[src/rtl/mmio_pkg.sv]
// Address map and STATUS layout shared by the data-memory responder and the bench.
package mmio_pkg;

  localparam logic [31:0] MMIO_CYCLE   = 32'hFFFF_FF00;
  localparam logic [31:0] MMIO_CONDATA = 32'hFFFF_FF04;
  localparam logic [31:0] MMIO_STATUS  = 32'hFFFF_FF08;

  localparam int ST_OCC_LSB   = 0;
  localparam int ST_FULL_BIT  = 8;
  localparam int ST_EMPTY_BIT = 9;
  localparam int ST_DROP_LSB  = 16;

  typedef enum logic [2:0] {
    SEL_NONE,
    SEL_RAM,
    SEL_CYCLE,
    SEL_CONDATA,
    SEL_STATUS
  } dmem_sel_e;

  // Byte lanes [1:0] play no part in decoding.
  function automatic logic word_match(input logic [31:0] a, input logic [31:0] b);
    return a[31:2] == b[31:2];
  endfunction

endpackage

[src/rtl/data_mem_responder_if.sv]
// Core-facing data-memory bus plus the console drain handshake.
interface data_mem_responder_if;
  logic        MemWrite;
  logic [31:0] Addr;
  logic [31:0] WriteData;
  logic [31:0] ReadData;
  logic        con_valid;
  logic [7:0]  con_data;
  logic        con_ready;

  modport master (
    output MemWrite, Addr, WriteData, con_ready,
    input  ReadData, con_valid, con_data
  );

  modport slave (
    input  MemWrite, Addr, WriteData, con_ready,
    output ReadData, con_valid, con_data
  );
endinterface

[src/rtl/data_mem_responder_console_fifo.sv]
// Byte FIFO for the console; head byte reads as 0 whenever the FIFO is empty.
module console_fifo #(
  parameter int FIFO_DEPTH = 4
) (
  input  logic                          clk,
  input  logic                          reset,
  input  logic                          push_i,
  input  logic [7:0]                    data_i,
  input  logic                          pop_i,
  output logic                          full_o,
  output logic                          empty_o,
  output logic [$clog2(FIFO_DEPTH):0]   count_o,
  output logic [7:0]                    head_o
);
  localparam int PW = $clog2(FIFO_DEPTH);
  localparam logic [PW:0] DEPTH_C = (PW+1)'(FIFO_DEPTH);

  logic [7:0]    mem_q [FIFO_DEPTH];
  logic [PW-1:0] wr_q, wr_d, rd_q, rd_d;
  logic [PW:0]   cnt_q, cnt_d;
  logic          do_push, do_pop;

  assign full_o  = (cnt_q == DEPTH_C);
  assign empty_o = (cnt_q == '0);
  assign do_pop  = pop_i && !empty_o;
  // A push into a full FIFO is only taken if the head leaves in the same cycle.
  assign do_push = push_i && (!full_o || do_pop);

  always_comb begin
    wr_d  = wr_q;
    rd_d  = rd_q;
    cnt_d = cnt_q;
    if (do_push) wr_d = wr_q + PW'(1);
    if (do_pop)  rd_d = rd_q + PW'(1);
    case ({do_push, do_pop})
      2'b10:   cnt_d = cnt_q + (PW+1)'(1);
      2'b01:   cnt_d = cnt_q - (PW+1)'(1);
      default: cnt_d = cnt_q;
    endcase
  end

  always_ff @(posedge clk) begin
    if (reset) begin
      wr_q  <= '0;
      rd_q  <= '0;
      cnt_q <= '0;
    end else begin
      wr_q  <= wr_d;
      rd_q  <= rd_d;
      cnt_q <= cnt_d;
    end
  end

  always_ff @(posedge clk) begin
    if (do_push && !reset) mem_q[wr_q] <= data_i;
  end

  assign count_o = cnt_q;
  assign head_o  = empty_o ? 8'h00 : mem_q[rd_q];

endmodule

[src/rtl/data_mem_responder.sv]
// Data-memory responder: word RAM, console FIFO and MMIO status/cycle registers.
// Build option DMEM_CYCLE_COUNTER_EN adds the free-running cycle counter at CYCLE.
module data_mem_responder
  import mmio_pkg::*;
#(
  parameter int MEM_WORDS  = 64,
  parameter int FIFO_DEPTH = 4
) (
  input logic                 clk,
  input logic                 reset,
  data_mem_responder_if.slave bus
);
  localparam int          AW        = $clog2(MEM_WORDS);
  localparam int          CW        = $clog2(FIFO_DEPTH) + 1;
  localparam logic [31:0] RAM_BYTES = 32'(MEM_WORDS * 4);

  dmem_sel_e      sel;
  logic [AW-1:0]  ram_idx;
  logic [31:0]    ram_q [MEM_WORDS];
  logic [31:0]    rdata, status, cyc_val;
  logic [7:0]     drop_q, drop_d;
  logic           push, pop, fifo_full, fifo_empty;
  logic [CW-1:0]  fifo_cnt;

  always_comb begin
    sel = SEL_NONE;
    if (bus.Addr < RAM_BYTES)                sel = SEL_RAM;
    else if (word_match(bus.Addr, MMIO_CYCLE))   sel = SEL_CYCLE;
    else if (word_match(bus.Addr, MMIO_CONDATA)) sel = SEL_CONDATA;
    else if (word_match(bus.Addr, MMIO_STATUS))  sel = SEL_STATUS;
  end

  assign ram_idx = bus.Addr[AW+1:2];

  // RAM holds its contents through reset; same-cycle reads see the old word.
  always_ff @(posedge clk) begin
    if (bus.MemWrite && sel == SEL_RAM) ram_q[ram_idx] <= bus.WriteData;
  end

  assign push = bus.MemWrite && (sel == SEL_CONDATA);
  assign pop  = bus.con_valid && bus.con_ready;

  console_fifo #(
    .FIFO_DEPTH(FIFO_DEPTH)
  ) u_console_fifo (
    .clk     (clk),
    .reset   (reset),
    .push_i  (push),
    .data_i  (bus.WriteData[7:0]),
    .pop_i   (pop),
    .full_o  (fifo_full),
    .empty_o (fifo_empty),
    .count_o (fifo_cnt),
    .head_o  (bus.con_data)
  );

  assign bus.con_valid = !fifo_empty;

  always_comb begin
    drop_d = drop_q;
    if (push && fifo_full && !pop && drop_q != 8'hFF) drop_d = drop_q + 8'd1;
  end

  always_ff @(posedge clk) begin
    if (reset) drop_q <= '0;
    else       drop_q <= drop_d;
  end

`ifdef DMEM_CYCLE_COUNTER_EN
  logic [31:0] cyc_q;

  always_ff @(posedge clk) begin
    if (reset) cyc_q <= '0;
    else       cyc_q <= cyc_q + 32'd1;
  end

  assign cyc_val = cyc_q;
`else
  assign cyc_val = '0;
`endif

  always_comb begin
    status                       = '0;
    status[ST_OCC_LSB +: 8]      = 8'(fifo_cnt);
    status[ST_FULL_BIT]          = fifo_full;
    status[ST_EMPTY_BIT]         = fifo_empty;
    status[ST_DROP_LSB +: 8]     = drop_q;
  end

  always_comb begin
    rdata = '0;
    case (sel)
      SEL_RAM:    rdata = ram_q[ram_idx];
      SEL_CYCLE:  rdata = cyc_val;
      SEL_STATUS: rdata = status;
      default:    rdata = '0;
    endcase
  end

  assign bus.ReadData = rdata;

endmodule

[src/flat_wrapper.sv]
// flat-port wrapper written by rule: the top's interface ports become plain ports
module data_mem_responder_flat import mmio_pkg::*;
#(
  parameter int MEM_WORDS  = 64,
  parameter int FIFO_DEPTH = 4
)
  (clk, reset, bus_MemWrite, bus_Addr, bus_WriteData, bus_con_ready, bus_ReadData, bus_con_valid, bus_con_data);
  data_mem_responder_if bus_i ();
  input logic clk;
  input logic reset;
  input wire logic [$bits(bus_i.MemWrite)-1:0] bus_MemWrite;
  input wire logic [$bits(bus_i.Addr)-1:0] bus_Addr;
  input wire logic [$bits(bus_i.WriteData)-1:0] bus_WriteData;
  input wire logic [$bits(bus_i.con_ready)-1:0] bus_con_ready;
  output wire logic [$bits(bus_i.ReadData)-1:0] bus_ReadData;
  output wire logic [$bits(bus_i.con_valid)-1:0] bus_con_valid;
  output wire logic [$bits(bus_i.con_data)-1:0] bus_con_data;
  assign bus_i.MemWrite = bus_MemWrite;
  assign bus_i.Addr = bus_Addr;
  assign bus_i.WriteData = bus_WriteData;
  assign bus_i.con_ready = bus_con_ready;
  assign bus_ReadData = bus_i.ReadData;
  assign bus_con_valid = bus_i.con_valid;
  assign bus_con_data = bus_i.con_data;
  data_mem_responder #(.MEM_WORDS(MEM_WORDS), .FIFO_DEPTH(FIFO_DEPTH)) u_core (.clk(clk), .reset(reset), .bus(bus_i));
endmodule
[config.mk]
export PLATFORM = sky130hd
export DESIGN_NAME = data_mem_responder_flat
export DESIGN_NICKNAME = d
export VERILOG_FILES = /design/src/rtl/mmio_pkg.sv /design/src/rtl/data_mem_responder_if.sv /design/src/rtl/data_mem_responder_console_fifo.sv /design/src/rtl/data_mem_responder.sv /design/src/flat_wrapper.sv
export SDC_FILE = /design/constraint.sdc
export NUM_CORES = 2
export LEC_CHECK = 0
export BUFFER_PORTS_ARGS = -buffer_cell sky130_fd_sc_hd__buf_4
export CELL_PAD_IN_SITES_DETAIL_PLACEMENT = 1
export CELL_PAD_IN_SITES_GLOBAL_PLACEMENT = 2
export CORE_UTILIZATION = 25
export CTS_CLUSTER_SIZE = 10
export DETAILED_ROUTE_END_ITERATION = 8
export PLACE_DENSITY_LB_ADDON = 0.2
export SETUP_SLACK_MARGIN = 0.05
export SLEW_MARGIN = 20
export SYNTH_ARGS = -nofsm -noshare
export SYNTH_HDL_FRONTEND = slang
export SYNTH_SLANG_ARGS = --single-unit
export TNS_END_PERCENT = 30
[constraint.sdc]
create_clock -name clk -period 4.9 [get_ports clk]
set_input_delay 0.245 -clock clk [delete_from_list [all_inputs] [get_ports clk]]
set_output_delay 0.245 -clock clk [all_outputs]
set_load 0.02 [all_outputs]
---- Word-level counts from Yosys, hierarchy flattened ----
Memories as Yosys holds them, arrays and structs flattened. A register that Yosys moved wholly into a read port is not among the register bits.
Cells that the tools add are included.
word-level totals
  logic and storage cells ................. 51
  bits of input ports ..................... 68
  register bits after elaboration ......... 15
  memories ................................ 2
  memory bits (writable) .................. 2080
memory list
  name                         words  bits a word  read ports  clocked after Yosys merged registers in  wr ports  RTL line                               RTL
  u_core.ram_q                 64     32           1           0                                        1         data_mem_responder.sv:19               logic [31:0] ram_q [MEM_WORDS];
  u_core.u_console_fifo.mem_q  4      8            1           1                                        1         data_mem_responder_console_fifo.sv:18  logic [7:0] mem_q [FIFO_DEPTH];
cells by class
  add/subtract/negate cells ............... 5
  reductions and logical operators ........ 16
  muxes and demuxes ....................... 13
  equality and inequality tests ........... 10
  $lt $le $gt $ge ......................... 1
operator list
  cell                                                  count
  == test 30 bit (second input constant)                3
  case mux 32 bit (2 select lines)                      1
  < comparator 32 x 9 -> 1 bit (second input constant)  1
  two-way mux 3 bit                                     4
  logical AND 1 bit                                     9
  adder 8 x 1 -> 8 bit (second input constant)          1
  two-way mux 8 bit                                     1
  inequality test 8 bit (second input constant)         1
  == test 3 bit (second input constant)                 2
  case mux 3 bit (2 select lines)                       1
  adder 2 x 1 -> 2 bit (second input constant)          2
  zero test 1 bit                                       4
  two-way mux 1 bit                                     4
  two-way mux 2 bit                                     2
  adder 3 x 1 -> 3 bit (second input constant)          1
  == test 3 x 1 -> 1 bit (second input constant)        1
  == test 3 x 2 -> 1 bit (second input constant)        1
  zero test 3 bit                                       1
  subtractor 3 x 1 -> 3 bit (second input constant)     1
  == test 2 x 1 -> 1 bit (second input constant)        1
  == test 2 bit (second input constant)                 1
  nonzero test 2 bit                                    1
  logical OR 1 bit                                      1

---- Longest topological paths before layout ----
  depth after elaboration ................. 11
  depth in mapped cells ................... 11

---- Cells and area by module ----
From an unflattened synthesis, not the netlist that was laid out.
second synthesis, totals
  cells, all modules ...................... 3622
  area, all modules ....................... 80678.6 um^2
by module, submodules not included
  module              cells each  area an instance (um^2)  times used  seq. area each (um^2)
  data_mem_responder  3504        78886.9                  1           61659.1
  console_fifo        118         1791.7                   1           1141.1

---- Worst setup path before layout ----
Ideal clock, no wire load.
  path kind ............................... input port to flip-flop
  start ................................... in bus_Addr[4]
  end ..................................... mem u_core.ram_q[42][0], enable pin
  data arrival time ....................... 2.820 ns
  buffers on the path ..................... 3
  stages on the path ...................... 6
  setup slack ............................. 1.659 ns
  library setup time ...................... 0.421 ns
  cell sequence ........................... buf_4 buf_4 nor2b_1 clkbuf_1 nand4b_1 nor2_1
between the ends
  cells in the longest elaborated chain, start to end .. 9
ends and longest elaborated chain
  what                                                                                  RTL line                  RTL
  start: declaration                                                                    flat_wrapper.sv:12        input wire logic [$bits(bus_i.Addr)-1:0] bus_Addr;
  parallel branches: the longest is 9 deep, another holds < comparator 32 x 9 -> 1 bit  --
  end: declaration                                                                      data_mem_responder.sv:19
Several ways; the timed one is not identified.

---- Worst setup path after layout ----
  start ................................... in bus_Addr[17]
  end ..................................... out bus_ReadData[31]
between the ends
  cells in the longest elaborated chain, start to end .. 7
ends and longest elaborated chain
  what                                                                                  RTL line                  RTL
  parallel branches: the longest is 4 deep, another holds < comparator 32 x 9 -> 1 bit  --
  two-way mux 3 bit *                                                                   data_mem_responder.sv:27  if (bus.Addr < RAM_BYTES) sel = SEL_RAM;
  == test 3 bit or == test 3 x 1 -> 1 bit (tied branches)                               data_mem_responder.sv:92  case (sel)
  case mux 32 bit (2 select lines) *                                                    data_mem_responder.sv:92
  end: declaration                                                                      flat_wrapper.sv:15        output wire logic [$bits(bus_i.ReadData)-1:0] bus_ReadData;
Every way passes the cells marked *.

==> key figures <==
Finish
  – Post-route design area: 0.0957 mm^2
  – NumNets Final: 4044
  – Share of layout cells above drive strength 1: 0.291
  – Fill cells: 32200
  – P&R area growth vs syn: 18.1%
  – Cell Count, Final, Fillers Out: 8370
  – Fin util: 0.297

Worst setup path
  – WS Path Type: primary input to output port
  – WP data required: 4.66 ns
  – Crit end category: output port
  – Crit path max fanout: 21
  – CP cell instances: dlygate4sd3_1, buf_4, nor4_1, nand4_1, nor2_4, buf_12, o211ai_1, nor2_1, buf_4
  – Worst path top cell family by delay: simple AND/OR/NAND/NOR gates
  – Max incr delay on CP: 0.62 ns
  – Slowest CP cell: nor2_4
  – Most used cell along the critical path: buf_4
  – Crit path DAT: 3.55 ns
  – CP bufs+invs: 4
  – Critical path startpoint category: primary input

Global route
  – Initial antenna violation count: 17
  – All-layer global routing usage: 0.148
  – Grt ovf: 0
  – Vias in the first global route: 41700
  – Largest net degree at the start of global routing: 69
  – First-pass GRT wire length: 338000 um

Power
  – Peak supply drop: 0.333 mV
  – PD cells: 391 mW/mm^2
  – Overall power: 37.4 mW
  – Leakage: 29.5 nW

STA
  – Worst-margin pin slew: 1.11 ns
  – Sum Neg Setup Slack: 0 ns
  – Final min period: 3.79 ns
  – Slew margin rel.: 0.254
  – Worst Clk Skew: 0.00931 ns
  – Final setup viols: 0
  – Final setup margin: 1.11 ns
  – Hold slack: -0.000294 ns
  – Max Freq: 264 MHz
  – Post-route clock period utilization: 0.774
  – RSZ-0062 raised after global routing: false
  – Final hold viol count: 1
  – Max Slew Vio Count: 0

Placement
  – DP Area: 0.0886 mm^2
  – Cell Count Post-Placement: 7986
  – Post-DP HPWL: 134000 um
  – IO Port Bufs: 106
  – GPL Wtd Cong: 0.707
  – Pre-CTS setup slack: 1.14 ns

Clock tree
  – TritonCTS clock tree: done
  – Quantity of gates resized following cts: 0
  – Root Buffer: clkbuf_16
  – Sink Count: 2097
  – Setup Buffers After CTS: 0
  – CTS Buf Count: 246
  – CTS clk-pin slew, worst paths: 0.05 ns
  – H-Tree Depth: 4
  – Worst-Skew Late Latency: 0.87 ns
  – CTS Buffer Depth: 4

Logic synthesis
  – Syn nets: 3654
  – Sequential share of the synthesized area: 0.775
  – Mux cell area share after synthesis: 0.176
  – Most common cell in the netlist: edfxtp_1
  – Synth Cell Area: 0.0810 mm^2
  – Largest family of logic cells by synthesized area: multiplexers
  – Post-synthesis compound-gate area fraction: 0.0158
  – Synth cell types: 53
  – Yosys top cell area share: 0.771
  – Syn Inst Count: 3579
  – EDFF count, synth: 2080
  – Syn. warnings: 0
  – Area contributors post-synth: edfxtp_1 (77%), mux4_2 (14%), mux2i_1 (3.4%)
  – Asr flop ratio synth: 0
  – Adder-cell share of the synthesized area: 0.00117
  – Flops & latches, synth: 2097
  – Post-Synth Simple-Gate Area: 0.0170
  – Most instantiated cells after synthesis: edfxtp_1 (2080), mux4_2 (500), mux2i_1 (273)
  – Avg Cell Area, Syn: 22.6 um^2
  – Dominant synthesized flop cell: edfxtp_1
  – Synth Area in XOR/XNOR: 0.000540
  – Cell taking the most area after synthesis: edfxtp_1

Drt
  – Residual DRC: 0
  – Via Count: 38200
  – Final WL: 245000 um
  – Number of vias per cell: 4.57
  – 1st-pass router iterations: 5
  – Initial drt markers: 3000
  – ANT nets after route: 0
  – Wirelength per Cell: 29.2 um

Floorplan
  – Die width: 571 um
  – Core area: 0.322 mm^2
  – Initial Utilization: 0.252
  – Die Y: 571 um
  – Ports: 109
  – Row cnt: 208
  – Die area: 0.326 mm^2

Run status
  – Status: finished, violations left
  – Failing checks: negative hold slack

Hold path
  – Hold WC Path Type: primary input to flip-flop

Flow run
  – Max Cap Violations: 0
==> cell type report <==
| class | instances | area (um^2) | share of cell area |
|---|---|---|---|
| inverter | 8 | 32.5 | 0.000340 |
| clock buffer | 307 | 6440 | 0.0673 |
| sequential | 2097 | 62800 | 0.656 |
| tap | 4305 | 5390 | 0.0563 |
| antenna | 8 | 20.0 | 0.000209 |
| multi-input combinational | 1276 | 17600 | 0.184 |
| timing repair buffer | 340 | 3210 | 0.0336 |
| clock inverter | 29 | 219 | 0.00229 |
==> cell usage in the layout, fill, tap and decap left out, types with 6 or more instances in the layout <==
cell / synthesis / layout
edfxtp_1: 2080 / 2080
mux4_2: 500 / 500
mux2i_1: 273 / 273
buf_4: 41 / 254
clkbuf_16: 0 / 248
nor2_4: 0 / 67
clkbuf_1: 63 / 58
nor2_1: 117 / 48
nand2_1: 47 / 47
a22oi_1: 46 / 46
buf_12: 0 / 43
dlygate4sd3_1: 0 / 40
o22ai_1: 35 / 35
o21ai_0: 26 / 26
mux2_2: 23 / 23
nand4_1: 21 / 21
a21oi_1: 20 / 20
dfxtp_1: 17 / 17
and2_1: 15 / 15
nand3_1: 15 / 15
clkinv_1: 0 / 15
or3_1: 14 / 14
o211ai_1: 14 / 14
a221oi_1: 13 / 13
a31o_2: 12 / 12
diode_2: 0 / 8
nor3_1: 8 / 8
inv_1: 7 / 7
o31ai_1: 8 / 7
nand2b_1: 7 / 7
clkinv_2: 0 / 7
nor2b_1: 6 / 6
nor4_1: 6 / 6
ha_1: 6 / 6
==> report_power, final <==
part | internal (mW) | switching, mW | total, mW
sequential | 19.7 | 0.00000000529 | 19.7
clock | 9.09 | 6.95 | 16.0
combinational | 0.634 | 1.02 | 1.65
total | 29.4 | 7.97 | 37.4
==> per-layer routing <==
metal	routed length, um	track usage	vias to the layer above	share of wire
met1	108000	0.197	21200	0.44
met4	5680	0.0386	2	0.023
met2	122000	0.255	765	0.50
met5	11	0	-	0.000045
met3	9490	0.0200	330	0.039
li1	-	-	15900	-
==> cell families (layout without fill, tap and decap cells) <==
| family | Yosys count | after routing |
|---|---|---|
| xor+xnor | 5 | 5 |
| other cells | 0 | 8 |
| buf+inv | 206 | 684 |
| compound gates | 184 | 184 |
| fa+ha+maj | 7 | 7 |
| mux | 796 | 796 |
| simple gates | 284 | 284 |
| flops | 2097 | 2097 |
==> worst paths after layout <==
check | from | endpoint | slack [ns] | cells after the start
worst min register to register | u_core.u_console_fifo.rd_q[1] | u_core.u_console_fifo.rd_q[1] | 0.54 | 2
worst max-delay path | bus_Addr[17] | bus_ReadData[31] | 1.11 | 9
worst max register to register | u_core.u_console_fifo.count_o[2] | u_core.u_console_fifo.count_o[2] | 1.87 | 8
worst min-delay path | bus_WriteData[6] | u_core.ram_q[20][6] | -0.0003 | 1
==> sequential cells by signal (all words and copies together), names as in the netlist, named ones only <==
signal,count
u_core.u_console_fifo.rd_q,2
u_core.u_console_fifo.mem_q,32
u_core.u_console_fifo.wr_q,2
u_core.u_console_fifo.count_o,3
u_core.ram_q,2048
u_core.drop_q,8
==> timing repair <==
action	4_1_cts	5_1_grt
setup endpoints to repair	0	0
hold endpoints to repair	1726	0
hold buffers	40	0
Power figures use the tool's default switching activity.
